[src/rtl/ram_bist_seq_if.sv]
// -----------------------------------------------------------------------------
// ram_bist_seq_if
// Single-port synchronous RAM bus (altsyncram style) between the BIST
// sequencer and the memory under test.
//   ram_addr : word address            (master -> slave)
//   ram_data : write data              (master -> slave)
//   ram_wren : write enable            (master -> slave)
//   ram_q    : read data, RD_LAT late  (slave  -> master)
// -----------------------------------------------------------------------------
interface ram_bist_seq_if #(
  parameter int DW = 8,
  parameter int AW = 8
);
  logic [AW-1:0] ram_addr;
  logic [DW-1:0] ram_data;
  logic          ram_wren;
  logic [DW-1:0] ram_q;

  modport master (output ram_addr, output ram_data, output ram_wren, input ram_q);
  modport slave  (input ram_addr, input ram_data, input ram_wren, output ram_q);
endinterface

[src/rtl/ram_bist_seq.sv]
// -----------------------------------------------------------------------------
// ram_bist_seq
// Write/read-back exerciser for a single-port synchronous RAM. Fills every
// word with a selectable pattern, reads the whole array back, compares each
// word and reports pass/fail, the mismatch count and the first bad address.
//
// Parameters: DW (data width 2..32), AW (address width, DEPTH = 2**AW),
//             RD_LAT (address-to-ram_q latency 1..4), HB_BIT (heartbeat bit).
// Ports:
//   clk, rst        clock, synchronous active-high reset
//   start           begin a run (accepted only in IDLE)
//   mode, seed      pattern select / seed, latched at start
//   ram             RAM bus (ram_bist_seq_if.master)
//   busy, done      run in progress / one-cycle end-of-run pulse
//   pass, err_cnt   result of last run, saturating mismatch count
//   first_err_addr  address of the first mismatch (0 if none)
//   led             led[0] heartbeat, led[1] = ~pass
// Optional feature macro: RAM_BIST_LOOP_EN -- rerun back-to-back while start
// is held, accumulating errors across loops.
// -----------------------------------------------------------------------------
module ram_bist_seq #(
  parameter int DW     = 8,
  parameter int AW     = 8,
  parameter int RD_LAT = 2,
  parameter int HB_BIT = 23
) (
  input  logic                  clk,
  input  logic                  rst,
  input  logic                  start,
  input  logic [1:0]            mode,
  input  logic [DW-1:0]         seed,
  ram_bist_seq_if.master        ram,
  output logic                  busy,
  output logic                  done,
  output logic                  pass,
  output logic [15:0]           err_cnt,
  output logic [AW-1:0]         first_err_addr,
  output logic [1:0]            led
);

  localparam int HBW = HB_BIT + 1;

  typedef enum logic [2:0] {S_IDLE, S_WRITE, S_READ, S_DRAIN, S_DONE} state_e;
  typedef enum logic [1:0] {PAT_ADD = 2'd0, PAT_WALK = 2'd1, PAT_LFSR = 2'd2, PAT_INV = 2'd3} pat_e;

  // Galois (right-shift) tap masks for maximal-length sequences.
  function automatic logic [31:0] lfsr_taps(input int w);
    case (w)
      2:  lfsr_taps = 32'h0000_0003;  3:  lfsr_taps = 32'h0000_0006;
      4:  lfsr_taps = 32'h0000_000C;  5:  lfsr_taps = 32'h0000_0014;
      6:  lfsr_taps = 32'h0000_0030;  7:  lfsr_taps = 32'h0000_0060;
      8:  lfsr_taps = 32'h0000_00B8;  9:  lfsr_taps = 32'h0000_0110;
      10: lfsr_taps = 32'h0000_0240;  11: lfsr_taps = 32'h0000_0500;
      12: lfsr_taps = 32'h0000_0829;  13: lfsr_taps = 32'h0000_100D;
      14: lfsr_taps = 32'h0000_2015;  15: lfsr_taps = 32'h0000_6000;
      16: lfsr_taps = 32'h0000_D008;  17: lfsr_taps = 32'h0001_2000;
      18: lfsr_taps = 32'h0002_0400;  19: lfsr_taps = 32'h0004_0023;
      20: lfsr_taps = 32'h0009_0000;  21: lfsr_taps = 32'h0014_0000;
      22: lfsr_taps = 32'h0030_0000;  23: lfsr_taps = 32'h0042_0000;
      24: lfsr_taps = 32'h00E1_0000;  25: lfsr_taps = 32'h0120_0000;
      26: lfsr_taps = 32'h0200_0023;  27: lfsr_taps = 32'h0400_0013;
      28: lfsr_taps = 32'h0900_0000;  29: lfsr_taps = 32'h1400_0000;
      30: lfsr_taps = 32'h2000_0029;  31: lfsr_taps = 32'h4800_0000;
      32: lfsr_taps = 32'h8020_0003;
      default: lfsr_taps = 32'h0000_0003;
    endcase
  endfunction

  localparam logic [31:0]   TAPS_ALL = lfsr_taps(DW);
  localparam logic [DW-1:0] TAPS     = TAPS_ALL[DW-1:0];

  // An all-zero LFSR state would lock up, so a zero seed starts at 1.
  function automatic logic [DW-1:0] seed_fix(input logic [DW-1:0] s);
    seed_fix = (s == '0) ? DW'(1) : s;
  endfunction

  function automatic logic [DW-1:0] lfsr_step(input logic [DW-1:0] s);
    lfsr_step = s[0] ? ((s >> 1) ^ TAPS) : (s >> 1);
  endfunction

  function automatic logic [DW-1:0] pattern(input pat_e m, input logic [AW-1:0] a,
                                            input logic [DW-1:0] s, input logic [DW-1:0] l);
    int unsigned ai;
    ai = 32'(a);
    case (m)
      PAT_ADD:  pattern = DW'(a) + s;
      PAT_WALK: pattern = DW'(1) << (ai % DW);
      PAT_LFSR: pattern = l;
      default:  pattern = ~DW'(a);
    endcase
  endfunction

  state_e          state_q, state_d;
  pat_e            mode_q, mode_d;
  logic [DW-1:0]   seed_q, seed_d;
  logic [DW-1:0]   lfsr_q, lfsr_d;
  logic [DW-1:0]   pat_q, pat_d;
  logic [AW-1:0]   addr_q, addr_d;
  logic            wren_q, wren_d;
  logic [2:0]      drain_q, drain_d;
  logic [15:0]     err_q, err_d;
  logic [AW-1:0]   first_q, first_d;
  logic            pass_q, pass_d;
  logic [HBW-1:0]  hb_q, hb_d;

  // Compare pipeline: expected word and address travel alongside the read.
  logic            pipe_vld_q  [RD_LAT];
  logic            pipe_vld_d  [RD_LAT];
  logic [DW-1:0]   pipe_exp_q  [RD_LAT];
  logic [DW-1:0]   pipe_exp_d  [RD_LAT];
  logic [AW-1:0]   pipe_addr_q [RD_LAT];
  logic [AW-1:0]   pipe_addr_d [RD_LAT];

  logic            push_vld;
  logic            clear_pipe;
  logic            mismatch;
  logic [AW-1:0]   addr_inc;
  logic [DW-1:0]   lfsr_nxt;

  assign addr_inc = addr_q + AW'(1);
  assign lfsr_nxt = lfsr_step(lfsr_q);
  assign mismatch = pipe_vld_q[RD_LAT-1] && (ram.ram_q != pipe_exp_q[RD_LAT-1]);

  always_comb begin
    // NOTE: every signal written here gets a default first, so no path leaves
    // a value unassigned and no latch is inferred.
    state_d    = state_q;
    mode_d     = mode_q;
    seed_d     = seed_q;
    lfsr_d     = lfsr_q;
    pat_d      = pat_q;
    addr_d     = addr_q;
    wren_d     = 1'b0;
    drain_d    = drain_q;
    err_d      = err_q;
    first_d    = first_q;
    pass_d     = pass_q;
    hb_d       = hb_q + HBW'(1);
    push_vld   = 1'b0;
    clear_pipe = 1'b0;

    if (mismatch) begin
      if (err_q != 16'hFFFF) err_d = err_q + 16'd1;
      if (err_q == 16'd0)    first_d = pipe_addr_q[RD_LAT-1];
      pass_d = 1'b0;
    end

    case (state_q)
      S_IDLE: begin
        if (start) begin
          state_d    = S_WRITE;
          mode_d     = pat_e'(mode);
          seed_d     = seed;
          lfsr_d     = seed_fix(seed);
          addr_d     = '0;
          wren_d     = 1'b1;
          pat_d      = pattern(pat_e'(mode), '0, seed, seed_fix(seed));
          err_d      = '0;
          first_d    = '0;
          pass_d     = 1'b1;
          clear_pipe = 1'b1;
        end
      end
      S_WRITE: begin
        if (addr_q == '1) begin
          // Replay the LFSR from its seed so read-back expects the same words.
          state_d = S_READ;
          addr_d  = '0;
          lfsr_d  = seed_fix(seed_q);
          pat_d   = pattern(mode_q, '0, seed_q, seed_fix(seed_q));
        end else begin
          addr_d = addr_inc;
          wren_d = 1'b1;
          lfsr_d = lfsr_nxt;
          pat_d  = pattern(mode_q, addr_inc, seed_q, lfsr_nxt);
        end
      end
      S_READ: begin
        push_vld = 1'b1;
        if (addr_q == '1) begin
          state_d = S_DRAIN;
          drain_d = '0;
        end else begin
          addr_d = addr_inc;
          lfsr_d = lfsr_nxt;
          pat_d  = pattern(mode_q, addr_inc, seed_q, lfsr_nxt);
        end
      end
      S_DRAIN: begin
        if (drain_q == 3'(RD_LAT - 1)) state_d = S_DONE;
        else                            drain_d = drain_q + 3'd1;
      end
      S_DONE: begin
`ifdef RAM_BIST_LOOP_EN
        // Held start reruns with the latched mode/seed; results accumulate.
        if (start) begin
          state_d    = S_WRITE;
          lfsr_d     = seed_fix(seed_q);
          addr_d     = '0;
          wren_d     = 1'b1;
          pat_d      = pattern(mode_q, '0, seed_q, seed_fix(seed_q));
          clear_pipe = 1'b1;
        end else begin
          state_d = S_IDLE;
        end
`else
        state_d = S_IDLE;
`endif
      end
      default: state_d = S_IDLE;
    endcase

    pipe_vld_d[0]  = push_vld;
    pipe_exp_d[0]  = pat_q;
    pipe_addr_d[0] = addr_q;
    for (int i = 1; i < RD_LAT; i++) begin
      pipe_vld_d[i]  = pipe_vld_q[i-1];
      pipe_exp_d[i]  = pipe_exp_q[i-1];
      pipe_addr_d[i] = pipe_addr_q[i-1];
    end
    if (clear_pipe) begin
      for (int i = 0; i < RD_LAT; i++) pipe_vld_d[i] = 1'b0;
    end
  end

  // NOTE: state registers use non-blocking assignments so every flop samples
  // the pre-edge value regardless of statement order.
  always_ff @(posedge clk) begin
    if (rst) begin
      state_q <= S_IDLE;
      mode_q  <= PAT_ADD;
      seed_q  <= '0;
      lfsr_q  <= '0;
      pat_q   <= '0;
      addr_q  <= '0;
      wren_q  <= 1'b0;
      drain_q <= '0;
      err_q   <= '0;
      first_q <= '0;
      pass_q  <= 1'b1;
      hb_q    <= '0;
      for (int i = 0; i < RD_LAT; i++) pipe_vld_q[i] <= 1'b0;
    end else begin
      state_q <= state_d;
      mode_q  <= mode_d;
      seed_q  <= seed_d;
      lfsr_q  <= lfsr_d;
      pat_q   <= pat_d;
      addr_q  <= addr_d;
      wren_q  <= wren_d;
      drain_q <= drain_d;
      err_q   <= err_d;
      first_q <= first_d;
      pass_q  <= pass_d;
      hb_q    <= hb_d;
      for (int i = 0; i < RD_LAT; i++) pipe_vld_q[i] <= pipe_vld_d[i];
    end
  end

  // NOTE: pipeline payload is not reset; it is only consumed when the reset
  // valid flag beside it is set, so clearing it would buy nothing.
  always_ff @(posedge clk) begin
    for (int i = 0; i < RD_LAT; i++) begin
      pipe_exp_q[i]  <= pipe_exp_d[i];
      pipe_addr_q[i] <= pipe_addr_d[i];
    end
  end

  assign ram.ram_addr   = addr_q;
  assign ram.ram_wren   = wren_q;
  assign ram.ram_data   = wren_q ? pat_q : '0;
  assign busy           = (state_q == S_WRITE) || (state_q == S_READ) || (state_q == S_DRAIN);
  assign done           = (state_q == S_DONE);
  assign pass           = pass_q;
  assign err_cnt        = err_q;
  assign first_err_addr = first_q;
  assign led            = {~pass_q, hb_q[HB_BIT]};

endmodule

[src/flat_wrapper.sv]
// flat-port wrapper written by rule: the top's interface ports become plain ports
module ram_bist_seq_flat 
#(
  parameter int DW     = 8,
  parameter int AW     = 8,
  parameter int RD_LAT = 2,
  parameter int HB_BIT = 23
)
  (clk, rst, start, mode, seed, busy, done, pass, err_cnt, first_err_addr, led, ram_ram_addr, ram_ram_data, ram_ram_wren, ram_ram_q);
  ram_bist_seq_if #(.DW(DW), .AW(AW)) ram_i ();
  input  logic clk;
  input  logic rst;
  input  logic start;
  input  logic [1:0] mode;
  input  logic [DW-1:0] seed;
  output logic busy;
  output logic done;
  output logic pass;
  output logic [15:0] err_cnt;
  output logic [AW-1:0] first_err_addr;
  output logic [1:0] led;
  output wire logic [$bits(ram_i.ram_addr)-1:0] ram_ram_addr;
  output wire logic [$bits(ram_i.ram_data)-1:0] ram_ram_data;
  output wire logic [$bits(ram_i.ram_wren)-1:0] ram_ram_wren;
  input wire logic [$bits(ram_i.ram_q)-1:0] ram_ram_q;
  assign ram_ram_addr = ram_i.ram_addr;
  assign ram_ram_data = ram_i.ram_data;
  assign ram_ram_wren = ram_i.ram_wren;
  assign ram_i.ram_q = ram_ram_q;
  ram_bist_seq #(.DW(DW), .AW(AW), .RD_LAT(RD_LAT), .HB_BIT(HB_BIT)) u_core (.clk(clk), .rst(rst), .start(start), .mode(mode), .seed(seed), .ram(ram_i), .busy(busy), .done(done), .pass(pass), .err_cnt(err_cnt), .first_err_addr(first_err_addr), .led(led));
endmodule
[config.mk]
export PLATFORM = sky130hd
export DESIGN_NAME = ram_bist_seq_flat
export DESIGN_NICKNAME = d
export VERILOG_FILES = /design/src/rtl/ram_bist_seq_if.sv /design/src/rtl/ram_bist_seq.sv /design/src/flat_wrapper.sv
export SDC_FILE = /design/constraint.sdc
export NUM_CORES = 1
export LEC_CHECK = 0
export ABC_AREA = 1
export CAP_MARGIN = 40
export CORE_MARGIN = 4
export CORE_UTILIZATION = 55
export DETAILED_ROUTE_END_ITERATION = 12
export PLACE_DENSITY = 0.78
export SLEW_MARGIN = 15
export SYNTH_ARGS = -nofsm -noshare
export SYNTH_HDL_FRONTEND = slang
export SYNTH_SLANG_ARGS = --single-unit
[constraint.sdc]
create_clock -name clk -period 3 [get_ports clk]
set_input_delay 0.45 -clock clk [delete_from_list [all_inputs] [get_ports clk]]
set_output_delay 0.45 -clock clk [all_outputs]
set_load 0.01 [all_outputs]
==> summary.txt, run 1 <==
Critical path
  • Worst setup EP type: primary output
  • Critical-path top delay cell: clkdlybuf4s50_1
  • Reg-to-Reg End: u_core.pat_q[7]$_SDFFE_PP0P_
  • R2r worst-path depth: 17
  • Peak fanout along the critical path: 8
  • Crit path kind: register to primary output
  • Worst path required time: 2550 ps
  • R2R setup slack: between 400 and 500 ps
  • Worst Path Arrival: 2130 ps
  • Crit-path cells: nand3_1, nand2_2, inv_1, nand2_1, clkdlybuf4s50_1
  • Crit path largest cell delay: between 500 and 600 ps
  • Startpoint Class: register
  • Critical Path Source: u_core.state_q[0]$_SDFFE_PP0P_
  • Reg2reg start: u_core.ram.ram_addr[1]$_SDFFE_PP0P_

Synthesis
  • Async set or reset register ratio after synthesis: 0
  • Avg Inst Size Synth: 7.16 µm²
  • Register bit total from synthesis: ~120
  • Post-synth EDFFs: 0
  • Main synth FF type: dfxtp_1
  • Synthesized area: between 6000 and 7000 µm²
  • Synth Warn #: 0
  • Synthesized instance count: slightly below 900
  • Seq/Total Area, Yosys: 0.396
  • Mapped Nets: 914
  • Distinct cells, synth: 47

Global routing
  • First-pass GRT wire length: 25,100 µm
  • Initial antenna violation count: 0
  • Vias in the first global route: roughly 5,300
  • Largest net degree at the start of global routing: 39
  • Total GRT Usage: 0.236
  • GR Overflow Total: 0

Final layout
  • Design area: between 7000 and 8000 µm²
  • Number of nets in the layout: around 970
  • Register area: 2480 µm²
  • Non-filler instance count after layout: roughly 1,100
  • Fillers: around 900
  • Multi-input gate area: 3090 µm²
  • # diodes: 0
  • Area Growth Syn to Fin: 20.1%
  • Ratio of cells with drive above 1 in the final layout: 0.0781

Clock tree
  • Setup Fix Bufs, Post-CTS: 0
  • Worst-skew pair later-pin latency: 410 ps
  • Sink Count: 124
  • CTS tree: yes
  • Clk buf depth: 2
  • CTS root buf: clkbuf_16
  • TritonCTS Buffers: 17
  • Clock transition at the registers of the reported paths: approximately 60 ps
  • Cts repair resizes: 0
  • H-tree depth: 4
  • Hold buffers post-CTS: 0

Route
  • ANT nets after route: 0
  • Avg WL per Cell: 14.0 µm
  • Via-to-Cell Ratio: 5.29
  • Detailed Routing Iterations Pass 1: 5
  • DRC: 0
  • Final wirelength: about 15,000 µm
  • DRT iter0 DRCs: 514
  • Via count: 5,752

STA
  • Fmax: ~390 MHz
  • Setup TNS: 0 ps
  • Max Clock Skew: 10.3 ps
  • Slew Limit Headroom: 0.534
  • Slew of the pin with the lowest slew margin: 698 ps
  • Max-slew violation count: 0
  • Final Hold Viols: 0
  • RSZ-0062 raised after global routing: no
  • Final min period: 2580 ps
  • Period utilization: 0.859
  • Setup violations, final: 0

Floorplan
  • Vert. Die Dim: roughly 110 µm
  • Die W: 115 µm
  • Starting density of the core: 0.570
  • # rows: 38
  • Io pins: 67
  • Core area: 11,000 µm²
  • Die area: 13,200 µm²

Hold path
  • Hold path depth: 0
  • WHS Endpoint: u_core.pipe_exp_q[0][10]$_DFF_P_
  • Hold_sp: u_core.pipe_exp_q[0][2]$_DFF_P_
  • Path category of the worst min-delay check: register to register

Placement
  • Cells after DPL: roughly 1,100
  • IO buf count: 66
  • Post-DP Area: about 6900 µm²
  • Routability Congestion: ~0.93
  • Final HPWL DP: roughly 11,000 µm

Job
  • Maxcap violations: 0

Power and ir drop
  • Peak VDD IR: 0.496 mV
  • Power per Cell Area: 844 nW/µm²
  • Pleak: about 0.0032 µW

Status
  • Status: finished, final reports clean
## power by group
part | switching, µW | internal [µW]
Combinational | 1340 | 758
Sequential | 299 | 2000
Clock | 787 | 1180
## logic make-up (layout without fill, tap and decap cells)
kind of cell               after synthesis  count (layout)  synth area share
and+or+nand+nor                        381             381             0.271
AOI/OAI and AO/OA                      158             158             0.142
buffers and inverters                  163             235             0.110
DFF                                    124             124             0.396
adders and majority gates               18              18            0.0372
xor gates and xnor gates                31              31            0.0433
## cell usage in the layout, fill, tap and decap left out, types with 2 or more instances in the layout
| master | count |
|---|---|
| nand2_1 | 161 |
| xor2_1 | 21 |
| clkbuf_16 | 17 |
| o21ai_0 | 55 |
| nor2_2 | 8 |
| inv_6 | 4 |
| inv_2 | 5 |
| o21ai_1 | 9 |
| nand2_2 | 6 |
| nand4_1 | 14 |
| o21a_1 | 5 |
| buf_4 | 6 |
| o211ai_1 | 6 |
| inv_1 | 123 |
| or2_2 | 2 |
| ha_1 | 17 |
| a22oi_1 | 2 |
| clkdlybuf4s50_1 | 66 |
| nand3_4 | 2 |
| o22ai_1 | 5 |
| nor4_1 | 3 |
| clkinvlp_4 | 3 |
| clkinv_4 | 5 |
| a31oi_1 | 6 |
| a21oi_1 | 56 |
| dfxtp_1 | 124 |
| clkinv_1 | 2 |
| nor3_2 | 3 |
| o211ai_2 | 2 |
| nor2_4 | 2 |
| a211oi_1 | 3 |
| nor3_1 | 23 |
| nand3_2 | 2 |
| o21bai_1 | 2 |
| nor2_1 | 101 |
| xnor2_1 | 10 |
| nand3_1 | 51 |
## worst max-delay path by stage
stage	to	depth (start not counted)
final	busy	5
after floorplan	u_core.pat_q[7]$_SDFFE_PP0P_	17
after global placement	u_core.pat_q[7]$_SDFFE_PP0P_	17
after CTS	busy	5
after detailed placement	u_core.pat_q[7]$_SDFFE_PP0P_	17
after global routing	u_core.pat_q[7]$_SDFFE_PP0P_	17
## Yosys cell counts (3+ instances only)
cell	number	area, µm²
nand2_1	161	604
dfxtp_1	124	2480
inv_1	123	462
nor2_1	101	379
a21oi_1	56	280
o21ai_0	55	275
nand3_1	51	255
nor3_1	23	115
xor2_1	21	184
ha_1	17	213
clkbuf_1	14	52.6
nand4_1	14	87.6
buf_4	11	82.6
xnor2_1	10	87.6
o21ai_1	9	45.0
nor2_2	8	50.1
a31oi_1	6	37.5
nand2_2	6	37.5
o211ai_1	6	45.0
inv_2	5	18.8
o21a_1	5	37.5
o22ai_1	5	31.3
buf_6	4	45.0
a211oi_1	3	22.5
buf_2	3	15.0
nor3_2	3	30.0
nor4_1	3	18.8
## sequential cells by signal (all words and copies together), names as in the netlist
signal / cells
u_core.err_cnt: 16
u_core.drain_q: 3
u_core.pass: 1
u_core.pipe_addr_q: 16
u_core.hb_q: 24
u_core.pat_q: 8
u_core.pipe_vld_q: 2
u_core.first_err_addr: 8
u_core.seed_q: 8
u_core.pipe_exp_q: 16
u_core.mode_q: 2
u_core.ram.ram_wren: 1
u_core.lfsr_q: 8
u_core.ram.ram_addr: 8
u_core.state_q: 3
## routing by layer
| layer | up-vias | routed length [µm] | track usage | share of wire |
|---|---|---|---|---|
| met5 | - | 0 | 0 | 0 |
| met3 | 27 | 1140 | 0.0534 | 0.075 |
| met1 | 2560 | 7030 | 0.318 | 0.46 |
| met2 | 223 | 6800 | 0.376 | 0.45 |
| li1 | 2942 | - | - | - |
| met4 | 0 | 267 | 0.0759 | 0.018 |
## layout make-up
| type | instances | area share |
|---|---|---|
| Inverter | 131 | 0.0657 |
| Multi-Input combinational cell | 588 | 0.411 |
| Tap cell | 140 | 0.0233 |
| Timing Repair Buffer | 72 | 0.0938 |
| Clock inverter | 14 | 0.0181 |
| Sequential cell | 124 | 0.330 |
| Clock buffer | 18 | 0.0584 |
## per-stage QoR
stage | util | hold slack [ps] | total power [µW] | setup slack (ps)
after floorplan | - | 310 | 3800 | 858
after global placement | 0.633 | 310 | 4360 | 638
after detailed placement | 0.633 | 312 | 4370 | 544
after CTS | 0.685 | 324 | 6350 | 418
after global routing | 0.685 | 331 | 6740 | 187
final | 0.685 | 324 | 6350 | 423
## worst max-delay path: cells and delay by family, from the launching register on
family / cells / cell delay [ps]
buffers and inverters: 2 / 730
DFF: 1 / 410
and+or+nand+nor: 3 / 580
Note: power is estimated with default switching activity, not from simulation.
==> run 2: changes to the inputs <==
- ABC_AREA: 1 -> default
- ABC_CLOCK_PERIOD_IN_PS: default -> 3000
- TNS_END_PERCENT: default -> 20
==> run 2 against run 1 <==
Against the previous run: synthesized cell count down 23%; global-route usage decreased by 0.41 points; via count is 11% lower; hold slack improved by 0.53 ps; die area down 6.1%; clock skew is 2.2 ps lower; routed wire length fell by 6.6%; non-clock buffer count up 7; sequential share of layout area grew 1.6 points; sequential power decreased by 23%; flip-flop and latch count did not move; largest power group is now clock; highest routed layer unchanged.
==> summary.txt, run 2 <==
Synthesis
  • Synthesized area: 5850 µm² (was 6260 µm²)
  • Main synth FF type: dfxtp_1 (unchanged)
  • Mapped Nets: 709 (was 914)
  • Distinct cells, synth: 63 (was 47)
  • Most frequent cell after synthesis: dfxtp_1 (was nand2_1)
  • Synth area leader: dfxtp_1 (unchanged)
  • Avg Inst Size Synth: 8.74 µm² (was 7.16 µm²)
  • Seq/Total Area, Yosys: 0.424 (was 0.396)
  • Top cells by count, synth: dfxtp_1, nor2_1, nand2_1 (was nand2_1, dfxtp_1, inv_1)
  • Post-synth EDFFs: 0 (unchanged)
  • Async set or reset register ratio after synthesis: 0 (unchanged)
  • Top cell type's share of synthesized area: 0.424 (was 0.396)
  • Largest cells by area after synthesis: dfxtp_1, xor2_1, nor2_1, nand2_1, ha_1 (was dfxtp_1, nand2_1, inv_1, nor2_1, a21oi_1)
  • Synthesized instance count: 670 (was 875)
  • Register bit total from synthesis: 124 (unchanged)
  • Synth Warn #: 0 (unchanged)

Final layout
  • Number of nets in the layout: 765 (was 973)
  • Ratio of cells with drive above 1 in the final layout: 0.0893 (was 0.0781)
  • # diodes: 0 (unchanged)
  • Max reg flops: 24 (unchanged)
  • Final core occ: 0.696 (was 0.685)
  • Largest Register: u_core.hb_q (unchanged)
  • Commonest cells after routing, fill and taps aside: dfxtp_1, nor2_1, clkdlybuf4s50_1 (was nand2_1, dfxtp_1, inv_1)
  • Most common cell after layout, fill and taps aside: dfxtp_1 (was nand2_1)
  • Area Growth Syn to Fin: 22.7% (was 20.1%)

Route
  • Avg WL per Cell: 16.3 µm (was 14.0 µm)
  • Via count: 5,112 (was 5,752)
  • Via-to-Cell Ratio: 5.84 (was 5.29)
  • Detailed Routing Iterations Pass 1: 5 (unchanged)
  • Final wirelength: 14,200 µm (was 15,200 µm)
  • ANT nets after route: 0 (unchanged)
  • DRC: 0 (unchanged)
  • DRT iter0 DRCs: 416 (was 514)

STA
  • Fmax: 366 MHz (was 388 MHz)
  • Setup TNS: 0 ps (unchanged)
  • Slew of the pin with the lowest slew margin: 660 ps (was 698 ps)
  • Setup violations, final: 0 (unchanged)
  • Period utilization: 0.911 (was 0.859)
  • Max Clock Skew: 8.04 ps (was 10.3 ps)
  • Slew Limit Headroom: 0.557 (was 0.534)
  • RSZ-0062 raised after global routing: no (unchanged)
  • Final min period: 2730 ps (was 2580 ps)
  • Final Hold Viols: 0 (unchanged)
  • Max-slew violation count: 0 (unchanged)

Global routing
  • Largest net degree at the start of global routing: 51 (was 39)
  • Total GRT Usage: 0.231 (was 0.236)
  • Vias in the first global route: 4,938 (was 5,301)
  • Initial antenna violation count: 0 (unchanged)
  • GR Overflow Total: 0 (unchanged)
  • First-pass GRT wire length: 23,700 µm (was 25,100 µm)

Critical path
  • Crit-path cells: ha_1, xnor2_4, inv_1, ha_1, a211oi_1, o21bai_1, a2111oi_0, a21oi_1, xnor2_1, o31ai_1 (was nand3_1, nand2_2, inv_1, nand2_1, clkdlybuf4s50_1)
  • Critical Path Source: u_core.ram.ram_addr[1]$_SDFFE_PP0P_ (was u_core.state_q[0]$_SDFFE_PP0P_)
  • Delay-heaviest family, CP: compound AO/OA/AOI/OAI gates (was buffers and inverters)
  • Worst path most repeated cell: ha_1
  • Worst Path Arrival: 3160 ps (was 2130 ps)
  • Reg2reg start: u_core.ram.ram_addr[1]$_SDFFE_PP0P_ (unchanged)
  • Critical-path top delay cell: a2111oi_0 (was clkdlybuf4s50_1)
  • CP Capture Point: u_core.pat_q[7]$_SDFFE_PP0P_ (was busy)
  • Worst setup EP type: register (was primary output)
  • R2R setup slack: 270 ps (was 460 ps)
  • Reg-to-Reg End: u_core.pat_q[7]$_SDFFE_PP0P_ (unchanged)
  • Buf+Inv Stages, Crit Path: 1 (was 2)
  • R2r worst-path depth: 10 (was 17)
  • Peak fanout along the critical path: 9 (was 8)
  • Worst path required time: 3420 ps (was 2550 ps)
  • Crit path largest cell delay: 470 ps (was 540 ps)
  • Crit path kind: register to register (was register to primary output)
  • Total number of cells along the worst setup path: 10 (was 5)
  • Startpoint Class: register (unchanged)

Power and ir drop
  • Peak VDD IR: 0.282 mV (was 0.496 mV)
  • Pleak: 0.00270 µW (was 0.00321 µW)
  • Power per Cell Area: 588 nW/µm² (was 844 nW/µm²)

Floorplan
  • # rows: 37 (was 38)
  • Vert. Die Dim: 111 µm (was 115 µm)
  • Core area: 10,300 µm² (was 11,000 µm²)
  • Starting density of the core: 0.567 (was 0.570)
  • Io pins: 67 (unchanged)
  • Die W: 111 µm (was 115 µm)
  • Die area: 12,400 µm² (was 13,200 µm²)

Clock tree
  • CTS root buf: clkbuf_8 (was clkbuf_16)
  • Clk buf depth: 2 (unchanged)
  • Worst-skew pair later-pin latency: 510 ps (was 410 ps)
  • TritonCTS Buffers: 17 (unchanged)
  • CTS tree: yes (unchanged)
  • Setup Fix Bufs, Post-CTS: 0 (unchanged)
  • H-tree depth: 4 (unchanged)
  • Hold buffers post-CTS: 0 (unchanged)
  • Clock transition at the registers of the reported paths: 60 ps (about the same)
  • Sink Count: 124 (unchanged)

Status
  • Status: finished, final reports clean (unchanged)

Placement
  • Routability Congestion: 0.924 (was 0.930)
  • IO buf count: 66 (unchanged)
  • Final HPWL DP: 10,100 µm (was 10,800 µm)

Hold path
  • Path category of the worst min-delay check: register to register (unchanged)
  • Hold path depth: 0 (unchanged)

Job
  • Maxcap violations: 0 (unchanged)
-- run 2: cell type report --
class                   count  area (µm²)
fillers                   800        3140
multi-input cells         478        3050
flip-flops and latches    124        2480
repair buffers             79         753
clock buffers              18         428
clock inverters            14         199
well taps                 136         170
inverters                  26        97.6
-- run 2: cells by family (layout without fill, tap and decap cells) --
group                    count (synthesis)  count (layout)  synth area share
multiplexers                            10              10            0.0192
buffers and inverters                   68             137            0.0562
AND/OR/NAND/NOR                        266             266             0.220
XOR/XNOR                                54              54            0.0821
adder cells (fa/ha/maj)                 18              18            0.0398
flip-flops                             124             124             0.424
AO/OA/AOI/OAI                          130             130             0.159
-- run 2: what timing repair did --
| item | CTS | global route |
|---|---|---|
| setup endpoints to repair | 0 | 1 |
| hold endpoints to repair | 0 | 0 |
| gates resized for setup | 0 | 2 |
-- run 2: power breakdown --
part / total [µW] / internal, µW / leakage (µW) / switching [µW]
logic: 320 / 141 / 0.00138 / 179
registers: 1760 / 1700 / 0.00101 / 51.7
clock network: 2150 / 1330 / 0.000310 / 823
total: 4230 / 3170 / 0.00270 / 1050
-- run 2: worst min-delay path by stage --
| stage | from | slack, ps | endpoint |
|---|---|---|---|
| finish | u_core.pipe_exp_q[0][2]$_DFF_P_ | 320 | u_core.pipe_exp_q[0][10]$_DFF_P_ |
| global route | u_core.pipe_exp_q[0][0]$_DFF_P_ | 330 | u_core.pipe_exp_q[0][8]$_DFF_P_ |
| CTS | u_core.pipe_exp_q[0][0]$_DFF_P_ | 330 | u_core.pipe_exp_q[0][8]$_DFF_P_ |
| detailed placement | u_core.pipe_exp_q[0][2]$_DFF_P_ | 310 | u_core.pipe_exp_q[0][10]$_DFF_P_ |
| global placement | u_core.pipe_addr_q[0][6]$_DFF_P_ | 310 | u_core.pipe_addr_q[0][14]$_DFF_P_ |
| floorplan | u_core.pipe_addr_q[0][2]$_DFF_P_ | 310 | u_core.pipe_addr_q[0][10]$_DFF_P_ |
-- run 2: per-stage QoR --
step | hold WS (ps) | power, µW | worst slack (ps) | cell area [µm²] | std cells
floorplan | 310 | 1990 | 427 | 5850 | 670
global placement | 310 | 2100 | 358 | 6550 | 843
detailed placement | 313 | 2100 | 257 | 6550 | 843
CTS | 327 | 4250 | 230 | 7170 | 875
global route | 329 | 4360 | 81.5 | 7190 | 875
finish | 324 | 4230 | 266 | 7190 | 875
-- run 2: layer usage --
metal | track usage | share of wire | up-vias
li1 | - | - | 2466
met1 | 0.301 | 0.44 | 2420
met2 | 0.375 | 0.47 | 201
met3 | 0.0590 | 0.075 | 25
met4 | 0.0779 | 0.016 | 0
met5 | 0 | 0 | -
==> run 3: changes to the inputs <==
- CTS_CLUSTER_DIAMETER: default -> 200
==> results of run 3 <==
Same layout as run 2: the final DEF is identical, and so are final timing and power.
